`src/rtl/switch_responder.sv`:
```
// rtl/switch_responder.sv - egress responder: round-robin frame grant, stall abort, source drain
// Define PACKET_FILTER_STATS_EN to enable the frames_fwd/frames_abt counters.
module switch_responder #(
   parameter int NUM_INGRESS       = 4,
   parameter int DEST_WIDTH        = 2,
   parameter int EGRESS_ID         = 0,
   parameter int DATA_WIDTH        = 16,
   parameter int TIMEOUT_CTR_WIDTH = 3
) (
   input  logic                              clk,
   input  logic                              reset,
   input  logic [NUM_INGRESS-1:0]            ing_valid,
   input  logic [NUM_INGRESS*DEST_WIDTH-1:0] ing_dest,
   input  logic [NUM_INGRESS*DATA_WIDTH-1:0] ing_data,
   input  logic [NUM_INGRESS-1:0]            ing_last,
   output logic [NUM_INGRESS-1:0]            ing_ready,
   output logic                              egr_valid,
   output logic [DATA_WIDTH-1:0]             egr_data,
   output logic                              egr_last,
   output logic                              egr_abort,
   input  logic                              egr_ready,
   output logic [15:0]                       frames_fwd,
   output logic [15:0]                       frames_abt
);
   localparam int IW = $clog2(NUM_INGRESS);
   localparam logic [TIMEOUT_CTR_WIDTH-1:0] STALL_LIMIT = '1;

   typedef enum logic [1:0] {S_IDLE, S_PASS, S_ABORT} state_t;

   state_t                       r_state;
   logic [IW-1:0]                r_rr_ptr;
   logic [IW-1:0]                r_grant;
   logic [TIMEOUT_CTR_WIDTH-1:0] r_stall_ctr;
   logic [NUM_INGRESS-1:0]       r_drain_mask;

   logic [NUM_INGRESS-1:0]       w_req;
   logic                         w_req_any;
   logic [IW-1:0]                w_pick;
   logic [IW-1:0]                w_sel;
   int                           w_idx;
   logic [IW-1:0]                w_grant_inc;
   logic                         w_g_valid;
   logic                         w_g_last;
   logic [DATA_WIDTH-1:0]        w_g_data;
   logic [TIMEOUT_CTR_WIDTH-1:0] w_stall_nxt;
   logic                         w_fwd_evt;
   logic                         w_abt_evt;

   always_comb begin
      w_req = '0;
      for (int i = 0; i < NUM_INGRESS; i++) begin
         w_req[i] = ing_valid[i] & ~r_drain_mask[i] &
                    (ing_dest[i*DEST_WIDTH +: DEST_WIDTH] == DEST_WIDTH'(EGRESS_ID));
      end
   end

   // Scan from the far end so the candidate closest to rr_ptr is assigned last and wins.
   always_comb begin
      w_req_any = 1'b0;
      w_pick    = '0;
      w_idx     = 0;
      w_sel     = '0;
      for (int k = NUM_INGRESS - 1; k >= 0; k--) begin
         w_idx = (int'(r_rr_ptr) + k) % NUM_INGRESS;
         w_sel = IW'(w_idx);
         if (w_req[w_sel]) begin
            w_req_any = 1'b1;
            w_pick    = w_sel;
         end
      end
   end

   assign w_g_valid   = ing_valid[r_grant];
   assign w_g_last    = ing_last[r_grant];
   assign w_g_data    = ing_data[int'(r_grant)*DATA_WIDTH +: DATA_WIDTH];
   assign w_grant_inc = (r_grant == IW'(NUM_INGRESS - 1)) ? '0 : r_grant + 1'b1;
   assign w_stall_nxt = r_stall_ctr + 1'b1;
   assign w_fwd_evt   = (r_state == S_PASS) & w_g_valid & w_g_last & egr_ready;
   assign w_abt_evt   = (r_state == S_ABORT) & egr_ready;

   always_comb begin
      ing_ready = r_drain_mask;
      egr_valid = 1'b0;
      egr_data  = '0;
      egr_last  = 1'b0;
      egr_abort = 1'b0;
      case (r_state)
         S_PASS: begin
            egr_valid          = w_g_valid;
            egr_data           = w_g_data;
            egr_last           = w_g_last;
            ing_ready[r_grant] = egr_ready;
         end
         S_ABORT: begin
            egr_valid          = 1'b1;
            egr_last           = 1'b1;
            egr_abort          = 1'b1;
            ing_ready[r_grant] = 1'b0;
         end
         default: ;
      endcase
   end

   always_ff @(posedge clk) begin
      if (reset) begin
         r_state      <= S_IDLE;
         r_rr_ptr     <= '0;
         r_grant      <= '0;
         r_stall_ctr  <= '0;
         r_drain_mask <= '0;
      end else begin
         // Drained sources release on their own last beat; an abort below may re-arm the granted bit.
         r_drain_mask <= r_drain_mask & ~(ing_valid & ing_last);
         case (r_state)
            S_IDLE: begin
               r_stall_ctr <= '0;
               if (w_req_any) begin
                  r_grant <= w_pick;
                  r_state <= S_PASS;
               end
            end
            S_PASS: begin
               if (w_fwd_evt) begin
                  r_state     <= S_IDLE;
                  r_rr_ptr    <= w_grant_inc;
                  r_stall_ctr <= '0;
               end else if (w_g_valid) begin
                  r_stall_ctr <= '0;
               end else begin
                  r_stall_ctr <= w_stall_nxt;
                  if (w_stall_nxt == STALL_LIMIT) r_state <= S_ABORT;
               end
            end
            S_ABORT: begin
               r_stall_ctr <= '0;
               if (w_abt_evt) begin
                  r_drain_mask[r_grant] <= 1'b1;
                  r_rr_ptr              <= w_grant_inc;
                  r_state               <= S_IDLE;
               end
            end
            default: r_state <= S_IDLE;
         endcase
      end
   end

`ifdef PACKET_FILTER_STATS_EN
   logic [15:0] r_frames_fwd;
   logic [15:0] r_frames_abt;

   always_ff @(posedge clk) begin
      if (reset) begin
         r_frames_fwd <= '0;
         r_frames_abt <= '0;
      end else begin
         if (w_fwd_evt) r_frames_fwd <= r_frames_fwd + 16'd1;
         if (w_abt_evt) r_frames_abt <= r_frames_abt + 16'd1;
      end
   end

   assign frames_fwd = r_frames_fwd;
   assign frames_abt = r_frames_abt;
`else
   assign frames_fwd = '0;
   assign frames_abt = '0;
`endif

endmodule

```
`config.mk`:
```
export PLATFORM = sky130hd
export DESIGN_NAME = switch_responder
export DESIGN_NICKNAME = d
export VERILOG_FILES = /design/src/rtl/switch_responder.sv
export SDC_FILE = /design/constraint.sdc
export NUM_CORES = 1
export LEC_CHECK = 0
export BUFFER_PORTS_ARGS = -buffer_cell sky130_fd_sc_hd__buf_4
export CAP_MARGIN = 20
export CELL_PAD_IN_SITES_DETAIL_PLACEMENT = 2
export CELL_PAD_IN_SITES_GLOBAL_PLACEMENT = 2
export CORE_UTILIZATION = 19
export DETAILED_ROUTE_END_ITERATION = 12
export HOLD_SLACK_MARGIN = 0.08
export PLACE_DENSITY = 0.72
export SKIP_LAST_GASP = 1
export SLEW_MARGIN = 15
export SYNTH_ARGS = -nofsm -noshare
export SYNTH_HDL_FRONTEND = slang
export SYNTH_SLANG_ARGS = --single-unit
```
`constraint.sdc`:
```
create_clock -name clk -period 2.2 [get_ports clk]
set_clock_uncertainty 0.2 [all_clocks]
set_input_delay 0.44 -clock clk [delete_from_list [all_inputs] [get_ports clk]]
set_output_delay 0.44 -clock clk [all_outputs]
set_load 0.005 [all_outputs]
```
=== After elaboration in Yosys (flattened, before gate mapping) ===
Index checks and enable logic that the tools add are counted.

* Add/sub/neg operators: 5
* $mul: 0
* Divide/modulo/power cells: 0
* $lt $le $gt $ge: 6
* Eq/ne operators: 9
* Shift-type cells: 1
* Multiplexer cells: 43
* Bitwise logic cells: 22
* Reduce and logical (&&, ||, !) cells: 12

{| class="wikitable"
|+ Operators by type and width
! operator !! number
|-
| indexed part select 64 x 7 -> 16 bit || 1
|-
| 2-to-1 mux 2 bit || 12
|-
| 2-to-1 mux 16 bit || 1
|-
| < comparator 2 x 3 -> 1 bit (second input constant) || 5
|-
| AND 1 bit || 12
|-
| AND 4 bit || 3
|-
| binary-select mux 1 bit (select 2 bit) || 6
|-
| 2-to-1 mux 1 bit || 12
|-
| zero test 2 bit || 5
|-
| 2-to-1 mux 4 bit || 2
|-
| NOT 4 bit || 2
|-
| case mux 4 bit (2 select lines) || 1
|-
| 2-to-1 mux 3 bit || 2
|-
| != test 2 bit (second input constant) || 3
|-
| case mux 2 bit (3 select lines) || 1
|-
| case mux 3 bit (2 select lines) || 1
|-
| adder 2 x 1 -> 2 bit (second input constant) || 2
|-
| adder 2 bit (second input constant) || 2
|-
| bitwise mux 4 bit || 1
|-
| equality test 2 bit (second input constant) || 2
|-
| NOT 1 bit || 4
|-
| OR 4 bit || 1
|-
| case mux 1 bit (2 select lines) || 2
|-
| case mux 2 bit (2 select lines) || 1
|-
| other kinds (13) || 14
|}

* Register bits after elaboration: 13
* Bits in latches: 0
* Bits in writable memories: 0
* Bits in read-only memories: 0
* Input port bits: 83
* Output and inout port bits: 55
* Logic and storage cells: 103
* Memories kept: 0

=== Logic depth before layout (Yosys ltp) ===
* Depth in word-level cells: 11
* Depth in mapped cells: 7
* Gate-level depth less buffers: 6

=== Worst setup path after synthesis ===
Ideal clock, no wire load.

* Path kind: register to output
* Start: register r_grant[0]
* End: output ing_ready[0]
* Arrival: 1.762 ns
* Data required time: 1.560 ns
* Slack: -0.202 ns
* Cell stages (with the launch flop): 8
* Buffers on the path: 3
* Cells stage by stage: dfxtp_1 > buf_2 > buf_2 > buf_4 > inv_1 > ha_1 > mux2_2 > a22o_1

* Cells in the longest elaborated chain, start to end: 7
* Elaborated cells between the ends (all ways): 9
* Those cells by class: order compare (2); mux (4); bitwise (2); reduce/logical (1)

{| class="wikitable"
|+ Ends and longest elaborated chain
! element !! line !! text
|-
| from (decl) || 32 || <nowiki>logic [IW-1:0] r_grant;</nowiki>
|-
| from (signal assigned) || 118 || <nowiki>r_grant <= w_pick;</nowiki>
|-
| < comparator 2 x 3 -> 1 bit (implied by the code) or greater-or-equal comparator 2 x 1 -> 1 bit (tied branches) || 92, 98 ||
|-
| logical AND 1 bit (implied by the code) || 92, 98 ||
|-
| 2-to-1 mux 1 bit (implied by the code) || 92, 98 ||
|-
| demux 1 bit (select 2 bit) * || 92, 98 ||
|-
| NOT 4 bit (no source line) || -- ||
|-
| AND 4 bit (no source line) || -- ||
|-
| case mux 4 bit (2 select lines) * || 87 || <nowiki>case (r_state)</nowiki>
|-
| to (decl) || 16 || <nowiki>output logic [NUM_INGRESS-1:0] ing_ready,</nowiki>
|}

Mark *: on every way between the ends. The rest lies on a longest branch, timed or not.

=== Worst setup path in the final report ===
* Start: register r_grant[0]
* End: output egr_data[12]

* Cells in the longest elaborated chain, start to end: 2

{| class="wikitable"
|+ Ends and longest elaborated chain
! element !! line !! text
|-
| indexed part select 64 x 7 -> 16 bit || 75 || <nowiki>assign w_g_data = ing_data[int'(r_grant)*DATA_WIDTH +: DATA_WIDTH];</nowiki>
|-
| 2-to-1 mux 16 bit || 87 ||
|-
| to (decl) || 18 || <nowiki>output logic [DATA_WIDTH-1:0] egr_data,</nowiki>
|}

No other way between the ends.

==> run_results.csv <==
group,metric,value,unit
critical_path,setup.worst_path.class,"register to primary output",
timing,timing.final.crit_share,106,%
power,p_leak,1.48,nW
critical_path,timing.rr.end,"r_state[1]",
detailed_routing,avgRoutedWirePerCell,18.0,um
final_layout,layout_common_cells,"115 x buf_4, 32 x conb_1, 19 x buf_6, 18 x mux4_2, 12 x and2_4",
final_layout,instances_no_fill,456,
critical_path,r2r-start,"r_grant[0]",
synth,yosysWarnings,0,
power,p_per_area,347,nW/um^2
timing,holdWs,268,ps
critical_path,crit_start,"r_grant[0]",
critical_path,cp-end-kind,"primary output",
synth,syn_area,1830,um^2
timing,slew_violations,0,
hold_path,hold_path.class,"input port to register",
final_layout,syn_to_final_growth,78.6,%
clocking,cts_buffers,3,
timing,hold_violations,0,
power,power,1.14,mW
power,ir_worst_vdd,0.225,mV
timing,finalCriticalPeriod,2330,ps
grt,grt.total_usage,15.4,%
critical_path,crit_end,"egr_data[12]",
critical_path,required,1560,ps
placed_design,dpl_cell_area,2770,um^2
critical_path,rrSetupSlack,-40,ps
clocking,htreeDepth,1,
placed_design,dp_cells,434,
floorplanning,core,9280,um^2
placed_design,hpwlAfterDp,5890,um
final_layout,fillers,1048,
timing,grt_setup_unrepaired,"yes",
timing,tightest_slew,622,ps
floorplanning,start_util,19.8,%
timing,setup_slack,-129,ps
timing,setup_tns,-1950,ps
run_status,violations,"negative setup slack",
placed_design,gp_congestion,0.733,
final_layout,drive_gt1_share,63.0,%
final_layout,final_common_cell,"buf_4",
detailed_routing,routed_wl,8230,um
clocking,cts-root-buf,"clkbuf_8",
critical_path,start_kind,"register",
grt,grt-ovfl-total,0,
grt,grt_pass1_vias,2125,
detailed_routing,antenna_left,0,
synth,synth_area_per_cell,9.50,um^2
grt,grt_pass1_wl,11800,um
placed_design,portBuffers,105,
timing,slew-limit-headroom,58.1,%
critical_path,worstPathMaxFanout,4,
timing,setup_viol,23,
detailed_routing,vias_per_cell,4.40,
clocking,path_clk_slew,70,ps
critical_path,ff2ff_path_depth,8,
grt,grt_max_degree,21,
placed_design,dp_slack,7.38,ps
synth,synthFlopType,"dfxtp_1",
floorplanning,rows,35,
run_status,outcome,"finished, violations left",
critical_path,worstPathArrival,1690,ps
floorplanning,dieArea,10100,um^2
synth,synth-seq-cells,13,
clocking,cts_max_path_buffers,2,
detailed_routing,vias,2006,
clocking,worstSkewPairLatency,260,ps
synth,syn_inst,193,
final_layout,fin_nets,421,
final_layout,n_antenna_cell,0,
synth,async_reset_ff_share,0,%
clocking,cts.sinks,13,
final_layout,multiInputGateArea,1520,um^2
hold_path,holdPathStages,2,
detailed_routing,drt-pass1-iter-count,4,
floorplanning,die_h,100,um
floorplanning,die_w,100,um
final_layout,stdcell_area,3280,um^2
synth,synth-seq-area-share,14.2,%
run,maxCapViolCount,0,
floorplanning,io_pins,138,
final_layout,regArea,268,um^2
detailed_routing,drt-initial-drc-count,32,
synth,ys_types,46,
grt,antenna_found_initial,0,
clocking,cts_tree,"built",
timing,fmax,429,MHz
final_layout,final_core_util,35.3,%
synth,synth_edf_count,0,
detailed_routing,drc,0,
==> worst min path at each step <==
stage,to,start,slack [ps]
floorplan,r_rr_ptr[0],r_rr_ptr[0],240
global placement,r_rr_ptr[0],r_rr_ptr[0],280
detailed placement,r_rr_ptr[0],r_rr_ptr[0],280
CTS,r_stall_ctr[2],reset,270
global route,r_stall_ctr[2],reset,270
finish,r_rr_ptr[0],reset,270
==> timing repair <==
action,in CTS,in global routing
gates resized for setup,41,34
endpoints found under the setup margin,22,28
pin swaps,12,9
setup buffers,12,6
cloned,1,1
hold buffers,0,0
==> cell usage after synthesis (all sizes together) (5+ instances only) <==
master | instances | area share [%]
buf | 37 | 15
mux4 | 18 | 22
a21oi | 9 | 2.5
nand2 | 8 | 1.6
nor2 | 7 | 1.4
ha | 10 | 6.8
clkbuf | 6 | 1.2
and2 | 17 | 5.8
mux2i | 5 | 2.7
inv | 10 | 2.0
dfxtp | 13 | 14
==> final cells by class <==
type	count	area share, %
clock buffers	3	1.26
clock inverters	1	0.153
inverters	10	1.38
multi-input cells	158	46.3
flip-flops and latches	13	8.17
well taps	129	4.93
repair buffers	142	37.8
==> routing by layer <==
layer	track usage (%)	wire, um	up-vias
met5	0	0	-
met4	1.34	46	0
met3	2.65	478	6
met2	30.0	4470	84
met1	18.0	3240	994
li1	-	-	922
==> cell families after synthesis <==
logic type                 after synthesis  synth area share (%)
and+or+nand+nor                         52                  18.5
buffers and inverters                   53                  17.8
other                                    1                 0.204
DFF                                     13                  14.2
muxes                                   26                  26.7
AOI/OAI and AO/OA                       37                  15.3
xor gates and xnor gates                 1                 0.478
adders and majority gates               10                  6.82
==> worst max-delay path: stages (launching register included) <==
cell	delay (ps)
dfxtp_4	380
buf_4	130
clkbuf_16	140
mux4_2	480
and2_1	170
buf_4	130
==> flip-flops by register name, summed over array words and instances (netlist names) <==
signal        flops
r_grant           2
r_stall_ctr       3
r_drain_mask      4
r_state           2
r_rr_ptr          2
==> report_power, final <==
group / switching, mW / leakage, nW / internal [mW] / total [mW]
Combinational: 0.253 / 1.35 / 0.385 / 0.638
Clock: 0.119 / 0.0255 / 0.126 / 0.245
Sequential: 0.00942 / 0.107 / 0.243 / 0.253
No activity file was read; power rests on OpenSTA's default activity.
